File: src/rtl/mem_refill_arbiter.sv
// Arbitrates the shared memory port between I-cache refills and D-cache refills/writebacks.
// Each grant runs one uninterrupted fixed-length burst; ties alternate round-robin.
module mem_refill_arbiter #(
    parameter int unsigned ADDR_W    = 32,
    parameter int unsigned DATA_W    = 32,
    parameter int unsigned BURST_LEN = 4,
    localparam int unsigned BEAT_W   = (BURST_LEN > 1) ? $clog2(BURST_LEN) : 1
) (
    input  logic              clk,
    input  logic              rst_n,
    input  logic              i_req,
    input  logic [ADDR_W-1:0] i_addr,
    output logic [DATA_W-1:0] i_rdata,
    output logic              i_rvalid,
    output logic              i_done,
    input  logic              d_req,
    input  logic              d_we,
    input  logic [ADDR_W-1:0] d_addr,
    input  logic [DATA_W-1:0] d_wdata,
    output logic [BEAT_W-1:0] d_beat,
    output logic [DATA_W-1:0] d_rdata,
    output logic              d_rvalid,
    output logic              d_done,
    output logic              mem_valid,
    output logic              mem_we,
    output logic [ADDR_W-1:0] mem_addr,
    output logic [DATA_W-1:0] mem_wdata,
    input  logic              mem_ready,
    input  logic [DATA_W-1:0] mem_rdata
);

    localparam int unsigned STRIDE = DATA_W / 8;
    localparam int unsigned OFF_W  = $clog2(BURST_LEN * STRIDE);
    localparam logic [ADDR_W-1:0] ALIGN_MASK = ~((ADDR_W'(1) << OFF_W) - ADDR_W'(1));
    localparam logic [ADDR_W-1:0] ADDR_STEP  = ADDR_W'(STRIDE);
    localparam logic [BEAT_W-1:0] LAST_BEAT  = BEAT_W'(BURST_LEN - 1);

    typedef enum logic [1:0] {StIdle, StIBurst, StDBurst} state_e;
    typedef enum logic {GntI, GntD} gnt_e;

    state_e              r_state, w_state_nxt;
    gnt_e                r_last_gnt, w_last_gnt_nxt;
    logic                r_mem_valid, w_mem_valid_nxt;
    logic                r_mem_we, w_mem_we_nxt;
    logic [ADDR_W-1:0]   r_mem_addr, w_mem_addr_nxt;
    logic [BEAT_W-1:0]   r_beat_cnt, w_beat_cnt_nxt;

    logic w_last_beat;
    logic w_i_active;
    logic w_d_active;

    assign w_last_beat = (r_beat_cnt == LAST_BEAT);
    assign w_i_active  = (r_state == StIBurst);
    assign w_d_active  = (r_state == StDBurst);

    always_comb begin
        w_state_nxt     = r_state;
        w_last_gnt_nxt  = r_last_gnt;
        w_mem_valid_nxt = r_mem_valid;
        w_mem_we_nxt    = r_mem_we;
        w_mem_addr_nxt  = r_mem_addr;
        w_beat_cnt_nxt  = r_beat_cnt;
        case (r_state)
            StIdle: begin
                // On a tie the requester that did not win last time gets the port.
                if (i_req && (!d_req || r_last_gnt == GntD)) begin
                    w_state_nxt     = StIBurst;
                    w_last_gnt_nxt  = GntI;
                    w_mem_valid_nxt = 1'b1;
                    w_mem_we_nxt    = 1'b0;
                    w_mem_addr_nxt  = i_addr & ALIGN_MASK;
                    w_beat_cnt_nxt  = '0;
                end else if (d_req) begin
                    w_state_nxt     = StDBurst;
                    w_last_gnt_nxt  = GntD;
                    w_mem_valid_nxt = 1'b1;
                    w_mem_we_nxt    = d_we;
                    w_mem_addr_nxt  = d_addr & ALIGN_MASK;
                    w_beat_cnt_nxt  = '0;
                end
            end
            StIBurst, StDBurst: begin
                if (mem_ready) begin
                    if (w_last_beat) begin
                        w_state_nxt     = StIdle;
                        w_mem_valid_nxt = 1'b0;
                        w_mem_we_nxt    = 1'b0;
                    end else begin
                        w_beat_cnt_nxt = r_beat_cnt + BEAT_W'(1);
                        w_mem_addr_nxt = r_mem_addr + ADDR_STEP;
                    end
                end
            end
            default: begin
                w_state_nxt     = StIdle;
                w_mem_valid_nxt = 1'b0;
                w_mem_we_nxt    = 1'b0;
            end
        endcase
    end

    always_ff @(posedge clk or negedge rst_n) begin
        if (!rst_n) begin
            r_state     <= StIdle;
            r_last_gnt  <= GntI;
            r_mem_valid <= 1'b0;
            r_mem_we    <= 1'b0;
            r_mem_addr  <= '0;
            r_beat_cnt  <= '0;
        end else begin
            r_state     <= w_state_nxt;
            r_last_gnt  <= w_last_gnt_nxt;
            r_mem_valid <= w_mem_valid_nxt;
            r_mem_we    <= w_mem_we_nxt;
            r_mem_addr  <= w_mem_addr_nxt;
            r_beat_cnt  <= w_beat_cnt_nxt;
        end
    end

    assign mem_valid = r_mem_valid;
    assign mem_we    = r_mem_we;
    assign mem_addr  = r_mem_addr;
    assign mem_wdata = d_wdata;
    assign d_beat    = r_beat_cnt;
    assign i_rdata   = mem_rdata;
    assign d_rdata   = mem_rdata;
    assign i_rvalid  = w_i_active & mem_ready;
    // Writeback beats return nothing to the D-cache.
    assign d_rvalid  = w_d_active & mem_ready & ~r_mem_we;
    assign i_done    = w_i_active & mem_ready & w_last_beat;
    assign d_done    = w_d_active & mem_ready & w_last_beat;

endmodule

File: config.mk
export PLATFORM = sky130hd
export DESIGN_NAME = mem_refill_arbiter
export DESIGN_NICKNAME = d
export VERILOG_FILES = /design/src/rtl/mem_refill_arbiter.sv
export SDC_FILE = /design/constraint.sdc
export NUM_CORES = 1
export LEC_CHECK = 0
export CORE_AREA = 2 2 105 107
export CTS_CLUSTER_DIAMETER = 60
export CTS_CLUSTER_SIZE = 20
export DETAILED_ROUTE_END_ITERATION = 8
export DIE_AREA = 0 0 107 109
export PLACE_DENSITY = 0.78
export SYNTH_ARGS = -nofsm -noshare
export SYNTH_HDL_FRONTEND = slang
export SYNTH_SLANG_ARGS = --single-unit
File: constraint.sdc
create_clock -name clk -period 4.8 [get_ports clk]
set_clock_uncertainty 0.05 [all_clocks]
set_input_delay 0.96 -clock clk [delete_from_list [all_inputs] [get_ports clk]]
set_output_delay 0.96 -clock clk [all_outputs]
set_load 0.01 [all_outputs]
# == After elaboration in Yosys (flattened, before gate mapping) ==
# Index checks and enable logic that the tools add are counted.
# Widths: inputs -> output; s select.
# totals
regBits,39
elab_cells,55
input_bits,134
output_inout_bits,136
# classes
eq_ne,7
n_reduce_logical,10
bitwise,6
add_sub_neg,2
n_mux,24
# ops
operator,n
$mux 32,4
$pmux 32 s2,1
$add 32x3->32 const B,1
$mux 2,8
$pmux 2 s2,2
$mux 1,7
$ne 2x2->1 const B,3
$and 1x1->1,5
$eq 2x2->1 const B,2
$pmux 1 s2,2
$reduce_and 4->1,1
$reduce_bool 2->1,2
$ne 3x3->1 const B,1
$reduce_and 3->1,1
$add 2x1->2 const B,1
$eq 2x1->1 const B,1
$logic_not 2->1,1
$reduce_and 2->1,1
$reduce_or 2->1,1
$logic_and 1x1->1,1
$logic_not 1->1,1
$logic_or 1x1->1,1
$not 1->1,1

# == Depth between registers and ports, before layout ==
# Gate-level depths: netlist of run 1.
# depth
ltp_word,5
ltp_mapped,10
depth_no_buf,7

# == Worst setup path after synthesis of run 1 ==
# No wires, ideal clock.
# synth_path
path_kind,input port to flip-flop
start,in i_req
end,reg r_mem_addr[22] (netlist: mem_addr[22])
setup_slack_ns,2.533
arrival_ns,2.093
path_stages,5
setup_ns,0.124
required_time_ns,4.626
path_buffers,1
cell_sequence,nor3b_1 or2_2 clkbuf_1 nor3_1 a211o_1
# synth_between
elab_chain_cells,3
elab_cells_between_ends,5
cone_classes,eq/ne: 1; mux: 2; reduce/logical: 2
# synth_lines
element,line_no,rtl
"start, declared",11,"input logic i_req,"
$logic_and 1x1->1 *,66,if (i_req && (!d_req || r_last_gnt == GntD)) begin
$ne 3x3->1 (no line) / $mux 32 (equally long branches),-,
$reduce_and 4->1 (no line) / $pmux 32 s2 (equally long branches),-,
"end signal, assigned",115,r_mem_addr <= w_mem_addr_nxt;
"end, declared",45,"logic [ADDR_W-1:0] r_mem_addr, w_mem_addr_nxt;"
# Mark *: on every way between the ends. The rest lies on a longest branch, timed or not.
# A chain may end at the register's enable or synchronous reset.

# == Worst setup path after layout of run 1 ==
# layout_path
start,in mem_ready
end,out d_done
# layout_between
elab_chain_cells,2
# layout_lines
element,line_no,rtl
"start, declared",28,"input logic mem_ready,"
$and 1x1->1 (2 in series),131,assign d_done = w_d_active & mem_ready & w_last_beat;
"end, declared",23,"output logic d_done,"
# Every way passes these cells.

==> impl_metrics.ini, run 1 <==
[clock_network]
clk_latency_ns = 0.29
cts_buffers = 5
post_cts_resized = 0
cts_max_level = 2
cts_tree = yes
cts_buffer_depth = 2
clock_sinks = 37
ctsHoldBuffers = 0
clock-root-buffer = clkbuf_8
post_cts.repair.setup_buffers = 0
clk_pin_slew_ns = 0.08

[timing]
tightest_slew_ns = 0.898
setup_viol = 0
slew_viol_final = 0
hold_viol = 0
hold_ws_ns = 0.440
slew_headroom = 0.402
tns_ns = 0
max_freq_ghz = 0.309
min_period_ns = 3.23
finalCritPeriodShare = 0.674
rsz0062_at_grt = no

[global_route]
grt_first_pass_wirelength_um = 14000
antenna_found_initial = 0
grt_use_total = 0.153
grt_max_degree = 38
overflow = 0
grt_pass1_vias = 2681

[synthesis]
synth_area_leader_cell = dfrtp_1
ys_ff_latch = 37
synth-compound-area-share = 0.170
synth_enable_flop_cells = 0
avgSynthCellArea_sq_um = 8.41
yosysTopAreaCellShare = 0.279
ys_async_sr_fraction = 1.00
synth_commonest_cells = buf_4 (98), dfrtp_1 (37), a21oi_1 (31), nand2_1 (28), nand3_1 (22)
syn_area_sq_um = 3320
synth-simple-area-share = 0.175
synthCells = 395
synth_mux_area_frac = 0.105
synthAdderAreaFrac = 0.0188
synth_top_family_by_area = buffers and inverters
synth_cell_types = 42
ys.flop_type = dfrtp_1
netlist_top_cells_area = dfrtp_1 (28%), buf_4 (22%), mux2i_1 (5.7%), mux2_2 (4.7%), a21oi_1 (4.7%)
yosysMostFrequentCell = buf_4
synth_seq_area_share = 0.279
yosys_warnings = 0
synth_xor_xnor_area_share = 0

[floorplan]
core-area_sq_um = 10600
dieWidth_um = 107
row_count = 38
io-pin-count = 270
die_h_um = 109
initial_utilization = 0.313
die_area_sq_um = 11700

[routing]
route.detailed.drc = 0
drt_iter0_drc = 146
wl_per_cell_um = 16.8
routed_wl_um = 8920
first_pass_iters = 4
drtAntennaViolNets = 0
vias_per_cell = 5.30
num_vias = 2810

[worst_hold_path]
hold_class = reg -> reg

[layout]
finalNetCount = 528
drive_gt1_frac = 0.0872
area_delta_synth_final_pct = 15.1
antennaDiodeCount = 0

[run_status]
status = completed

[power_and_ir_drop]
max-vdd-ir-drop_uv = 247
power_density_nw_per_um2 = 630
power_leakage_uw = 0.00156

[worst_setup_path]
criticalPathCategory = in -> out
end_kind = output port
crit_fanout = 6
cp.required_ns = 3.79
cp_data_arrival_time_ns = 2.22
cp-start-kind = input pin

[placement]
gp_congestion = 0.813
hpwl_um = 6510
io_buffers = 99

[job]
cap_violations = 0
## layer usage
layer,part of all wire,GRT usage,up-vias
met5,0,0,-
met4,0.016,0.0594,0
met3,0.089,0.0299,23
met2,0.48,0.262,153
met1,0.41,0.192,1335
li1,-,-,1299
## cells by family (layout without fill, tap and decap cells)
| group | Yosys count | count (layout) |
|---|---|---|
| buffers and inverters | 123 | 117 |
| AO/OA/AOI/OAI | 90 | 90 |
| flip-flops | 37 | 37 |
| multiplexers | 33 | 33 |
| AND/OR/NAND/NOR | 106 | 106 |
| other | 1 | 2 |
| adder cells (fa/ha/maj) | 5 | 5 |
## critical path, cell delays in order
cell and delay, ns:
clkdlybuf4s50_1 0.56, and3_1 0.18, clkdlybuf4s50_1 0.53
## state kept, by name (all words and copies together), names as in the netlist
register	flops
mem_addr	30
d_beat	2
r_state	2
mem_valid	1
mem_we	1
r_last_gnt	1
## area by class of cell
class	instances	area (sq um)
Clock buffer	7	86.3
Clock inverter	1	30.0
Fill cell	1062	6780
Inverter	6	22.5
Multi-Input combinational cell	236	1570
Sequential cell	37	926
Tap cell	140	175
Timing Repair Buffer	103	1020
## path summary, 6_finish.rpt
path                                        start                       end  slack (ns)  cells past startpoint
hold / removal             r_last_gnt$_DFFE_PN0P_    r_last_gnt$_DFFE_PN0P_        0.44                      1
hold reg to reg            r_last_gnt$_DFFE_PN0P_    r_last_gnt$_DFFE_PN0P_        0.44                      1
setup / recovery                        mem_ready                    d_done        1.57                      3
min in group asynchronous                   rst_n  mem_addr[14]$_DFFE_PN0P_        0.74                      1
max in group asynchronous                   rst_n   mem_addr[7]$_DFFE_PN0P_        3.40                      1
setup reg to reg           r_state[0]$_DFFE_PN0P_  mem_addr[20]$_DFFE_PN0P_        1.82                      9
## layout by cell type (no fill, tap or decap), drive strengths merged, types with 4 or more instances in the layout
cell / n
a21o: 4
a21oi: 31
a2bb2oi: 6
and2: 4
and3: 10
buf: 5
clkbuf: 7
clkdlybuf4s50: 98
dfrtp: 37
ha: 5
inv: 6
mux2: 14
mux2i: 19
nand2: 28
nand3: 24
nand4: 11
nor2: 15
o21ai: 19
o22ai: 10
## where the power goes
| part | switching [uW] | leakage (uW) | total (uW) | internal (uW) |
|---|---|---|---|---|
| Combinational | 769 | 0.00107 | 1440 | 675 |
| Clock | 123 | 0.0000585 | 292 | 170 |
| Sequential | 201 | 0.000435 | 673 | 472 |
| Total | 1090 | 0.00156 | 2410 | 1320 |
## metrics by stage
| step | setup slack (ns) | area (sq um) | total power, uW | std cells | util |
|---|---|---|---|---|---|
| after global placement | 1.49 | 3700 | 2070 | 522 | 0.349 |
| after CTS | 1.57 | 3820 | 2420 | 530 | 0.360 |
| after detailed placement | 1.41 | 3700 | 2120 | 522 | 0.349 |
| after global routing | 1.47 | 3820 | 2610 | 530 | 0.360 |
| final | 1.57 | 3820 | 2410 | 530 | 0.360 |
| after floorplan | 2.53 | 3320 | 1600 | 396 | - |
Note: power is estimated with default switching activity, not from simulation.
==> run 2, diff against run 1 <==
==> constraint.sdc (replaced) <==
create_clock -name clk -period 3.34 [get_ports clk]
set_clock_uncertainty 0.05 [all_clocks]
set_input_delay 0.668 -clock clk [delete_from_list [all_inputs] [get_ports clk]]
set_output_delay 0.668 -clock clk [all_outputs]
set_load 0.01 [all_outputs]
==> impl_metrics.ini, run 2 (synthesized netlist as in run 1, its figures left out) <==
[run_status]
status = completed

[worst_setup_path]
criticalPathCategory = in -> out
cp_cell_sequence = clkdlybuf4s50_1 -> and3_1 -> clkdlybuf4s50_1
crit_path_top_delay_cell = clkdlybuf4s50_1
rrSetupSlack_ns = 0.79
end_kind = output port
slowest_delay_ns = 0.56
cp.required_ns = 2.62
worstPathBufferInverterCount = 2
cp-start-kind = input pin
cpMostUsedCell = clkdlybuf4s50_1
cp_top_family = buffers and inverters
crit_fanout = 6
cp_data_arrival_time_ns = 1.93

[timing]
setup_viol = 0
rsz0062_at_grt = no
hold_ws_ns = 0.446
slew_viol_final = 0
min_period_ns = 2.65
finalCritPeriodShare = 0.794
max_freq_ghz = 0.377
tightest_slew_ns = 0.895
tns_ns = 0
slew_headroom = 0.403
hold_viol = 0

[routing]
drt_iter0_drc = 185
first_pass_iters = 4
routed_wl_um = 9000
wl_per_cell_um = 16.9
num_vias = 2810
drtAntennaViolNets = 0
route.detailed.drc = 0
vias_per_cell = 5.28

[clock_network]
clock_sinks = 37
cts_max_level = 2
clk_latency_ns = 0.30
post_cts_resized = 0
post_cts.repair.setup_buffers = 0
ctsHoldBuffers = 0
cts_buffers = 5
clk_pin_slew_ns = 0.09
clock-root-buffer = clkbuf_8
cts_tree = yes
cts_buffer_depth = 2

[placement]
io_buffers = 99
gp_congestion = 0.824
hpwl_um = 6670
dpl_cell_area_sq_um = 3720

[layout]
area_delta_synth_final_pct = 15.6
finalNetCount = 530
fin_area_sq_um = 3840
layout_common_cells = clkdlybuf4s50_1 (98), dfrtp_1 (37), a21oi_1 (30), nand2_1 (28), nand3_1 (22)
antennaDiodeCount = 0
final_common_cell = clkdlybuf4s50_1
drive_gt1_frac = 0.0944
largest_register_ffs = 30

[global_route]
antenna_found_initial = 0
grt_use_met1 = 0.190
grt_max_degree = 43
overflow = 0
grt_pass1_vias = 2737
met3_usage = 0.0371
top_usage_layer = met2
grt_use_total = 0.152
use_met2 = 0.254
grt_first_pass_wirelength_um = 13900

[floorplan]
dieWidth_um = 107
die_h_um = 109
die_area_sq_um = 11700
core-area_sq_um = 10600
row_count = 38
io-pin-count = 270
initial_utilization = 0.313

[power_and_ir_drop]
power.total_uw = 3490
power_leakage_uw = 0.00157
power_density_nw_per_um2 = 909
max-vdd-ir-drop_uv = 310

[worst_hold_path]
hold_class = in -> async

[job]
cap_violations = 0
## run 2: changes by cell type in the layout (fill, tap and decap cells not counted)
cell        before  now
clkinvlp_4       0    1
buf_4            4    6
clkbuf_1         1    0
## run 2: metal layers
metal	wire, um	vias up
li1	-	1298
met1	3760	1335
met2	4270	149
met3	767	28
met4	199	0
met5	0	-
## run 2: worst paths after layout
kind / to / depth (start not counted) / from
setup / recovery: d_done / 3 / mem_ready
hold / removal: mem_addr[11]$_DFFE_PN0P_ / 1 / rst_n
setup reg to reg: mem_addr[20]$_DFFE_PN0P_ / 7 / r_state[0]$_DFFE_PN0P_
hold reg to reg: r_last_gnt$_DFFE_PN0P_ / 1 / r_last_gnt$_DFFE_PN0P_
max in group asynchronous: mem_addr[3]$_DFFE_PN0P_ / 1 / rst_n
min in group clk: r_last_gnt$_DFFE_PN0P_ / 1 / r_last_gnt$_DFFE_PN0P_
## run 2: layout make-up
type                    count  area (sq um)
fillers                  1049          6760
multi-input cells         236          1570
repair buffers            105          1030
flip-flops and latches     37           926
well taps                 140           175
clock buffers               6          82.6
clock inverters             2          37.5
inverters                   6          22.5
## run 2: report_power, final
group          leakage (uW)  internal (uW)  switching, uW
sequential         0.000435            678            289
combinational       0.00108            983           1120
clock             0.0000574            243            177
total               0.00157           1900           1590
## run 2: through the flow
step | std cells | setup slack (ns) | util
4_1_cts | 532 | 0.693 | 0.362
6_report | 532 | 0.689 | 0.362
3_3_place_gp | 524 | 0.517 | 0.351
5_1_grt | 532 | 0.573 | 0.362
2_1_floorplan | 396 | 1.31 | -
3_5_place_dp | 524 | 0.426 | 0.351
==> run 3, diff against run 2 <==
==> constraint.sdc (replaced) <==
create_clock -name clk -period 2.7 [get_ports clk]
set_clock_uncertainty 0.05 [all_clocks]
set_input_delay 0.54 -clock clk [delete_from_list [all_inputs] [get_ports clk]]
set_output_delay 0.54 -clock clk [all_outputs]
set_load 0.01 [all_outputs]
==> impl_metrics.ini, run 3 (synthesized netlist as in run 1, its figures left out) <==
[worst_setup_path]
crit_fanout = 6
cp.required_ns = 2.11
cp-start-kind = input pin
worstReg2RegEnd = mem_addr[27]$_DFFE_PN0P_
worstPathBufferInverterCount = 2
r2r-start = r_state[1]$_DFFE_PN0P_
rr_worst_depth = 7
path_depth = 3
worstSetupStartpoint = mem_ready
cp_cell_sequence = clkdlybuf4s50_1 -> and3_1 -> clkdlybuf4s50_1
cp_top_family = buffers and inverters
rrSetupSlack_ns = 0.41
crit_path_top_delay_cell = clkdlybuf4s50_1
slowest_delay_ns = 0.55
worstSetupEndpoint = i_done
cp_data_arrival_time_ns = 1.79
cpMostUsedCell = clkdlybuf4s50_1
end_kind = output port
criticalPathCategory = in -> out

[global_route]
overflow = 0
grt_max_degree = 43
antenna_found_initial = 0
grt_pass1_vias = 2719
grt_first_pass_wirelength_um = 13800
grt_use_total = 0.150

[layout]
multi_input_area_sq_um = 1570
finalNetCount = 539
layout_common_cells = clkdlybuf4s50_1 (98), dfrtp_1 (37), a21oi_1 (30), nand2_1 (28), nand3_1 (22)
fill_cells = 1079
regArea_sq_um = 926
antennaDiodeCount = 0
area_delta_synth_final_pct = 17.0
drive_gt1_frac = 0.110
largest_register_ffs = 30
final_cells = 540
final_common_cell = clkdlybuf4s50_1
fin_area_sq_um = 3890
final_core_util = 0.367

[routing]
wl_met2_um = 4360
drt_iter0_drc = 185
num_vias = 2765
m1WireLength_um = 3820
routed_wl_um = 8980
wl_met3_um = 652
first_pass_iters = 4
drtAntennaViolNets = 0
route.detailed.drc = 0
maxUsedRoutingLayer = met4
vias_per_cell = 5.12
wl_per_cell_um = 16.6

[timing]
slew_viol_final = 0
max_freq_ghz = 0.420
tns_ns = 0
setup_viol = 0
tightest_slew_ns = 0.889
hold_ws_ns = 0.322
slew_headroom = 0.407
hold_viol = 0
finalCritPeriodShare = 0.882
min_period_ns = 2.38
rsz0062_at_grt = no

[floorplan]
core-area_sq_um = 10600
die_h_um = 109
io-pin-count = 270
initial_utilization = 0.313
dieWidth_um = 107
row_count = 38
die_area_sq_um = 11700

[job]
cap_violations = 0

[clock_network]
post_cts_resized = 0
clk_pin_slew_ns = 0.07
ctsHoldBuffers = 0
clock-root-buffer = clkbuf_8
cts_max_level = 2
cts_tree = yes
cts_buffer_depth = 2
post_cts.repair.setup_buffers = 0
cts_buffers = 5
clock_sinks = 37
clk_latency_ns = 0.29

[power_and_ir_drop]
power_density_nw_per_um2 = 1100
power_leakage_uw = 0.00161
max-vdd-ir-drop_uv = 386

[placement]
gp_congestion = 0.843
io_buffers = 99
hpwl_um = 6890
dp_cells = 533
dpl_cell_area_sq_um = 3800

[run_status]
status = completed

[worst_hold_path]
hold_class = in -> async
run 3: changes by cell type in the layout (fill, tap and decap cells not counted):
cell	previous run	this run
buf_4	6	14
bufinv_16	1	0
clkinvlp_4	1	0
buf_12	0	1
clkbuf_1	0	1
run 3: metrics by stage:
step | total power, uW | setup slack, ns
3_5_place_dp | 3900 | 0.189
4_1_cts | 4310 | 0.313
5_1_grt | 4640 | 0.250
3_3_place_gp | 3790 | 0.240
2_1_floorplan | 2850 | 0.671
6_report | 4280 | 0.319
run 3: worst min-delay path by stage:
stage                                 startpoint                       end  slack (ns)  cells after the start
after global routing                       rst_n  mem_addr[12]$_DFFE_PN0P_        0.38                      1
final                                      rst_n  mem_addr[12]$_DFFE_PN0P_        0.32                      1
after detailed placement  r_last_gnt$_DFFE_PN0P_    r_last_gnt$_DFFE_PN0P_        0.43                      1
after global placement    r_last_gnt$_DFFE_PN0P_    r_last_gnt$_DFFE_PN0P_        0.42                      1
after CTS                                  rst_n  mem_addr[12]$_DFFE_PN0P_        0.34                      1
after floorplan                            rst_n     d_beat[0]$_DFFE_PN0P_        0.19                      0
run 3: routing by layer:
metal,vias up,track usage
li1,1319,-
met1,1307,0.186
met2,112,0.251
met3,27,0.0395
met4,0,0.0566
met5,-,0
run 3: layout make-up:
| cell class | instances | area share |
|---|---|---|
| flip-flops and latches | 37 | 0.238 |
| inverters | 6 | 0.00580 |
| multi-input cells | 236 | 0.403 |
| repair buffers | 114 | 0.286 |
| clock buffers | 7 | 0.0222 |
| well taps | 140 | 0.0451 |
run 3: power by group:
part           total (uW)  switching, uW  leakage, uW  internal [uW]
Clock                 397            194    0.0000443            203
Combinational        2690           1390      0.00113           1300
Sequential           1200            357     0.000435            839
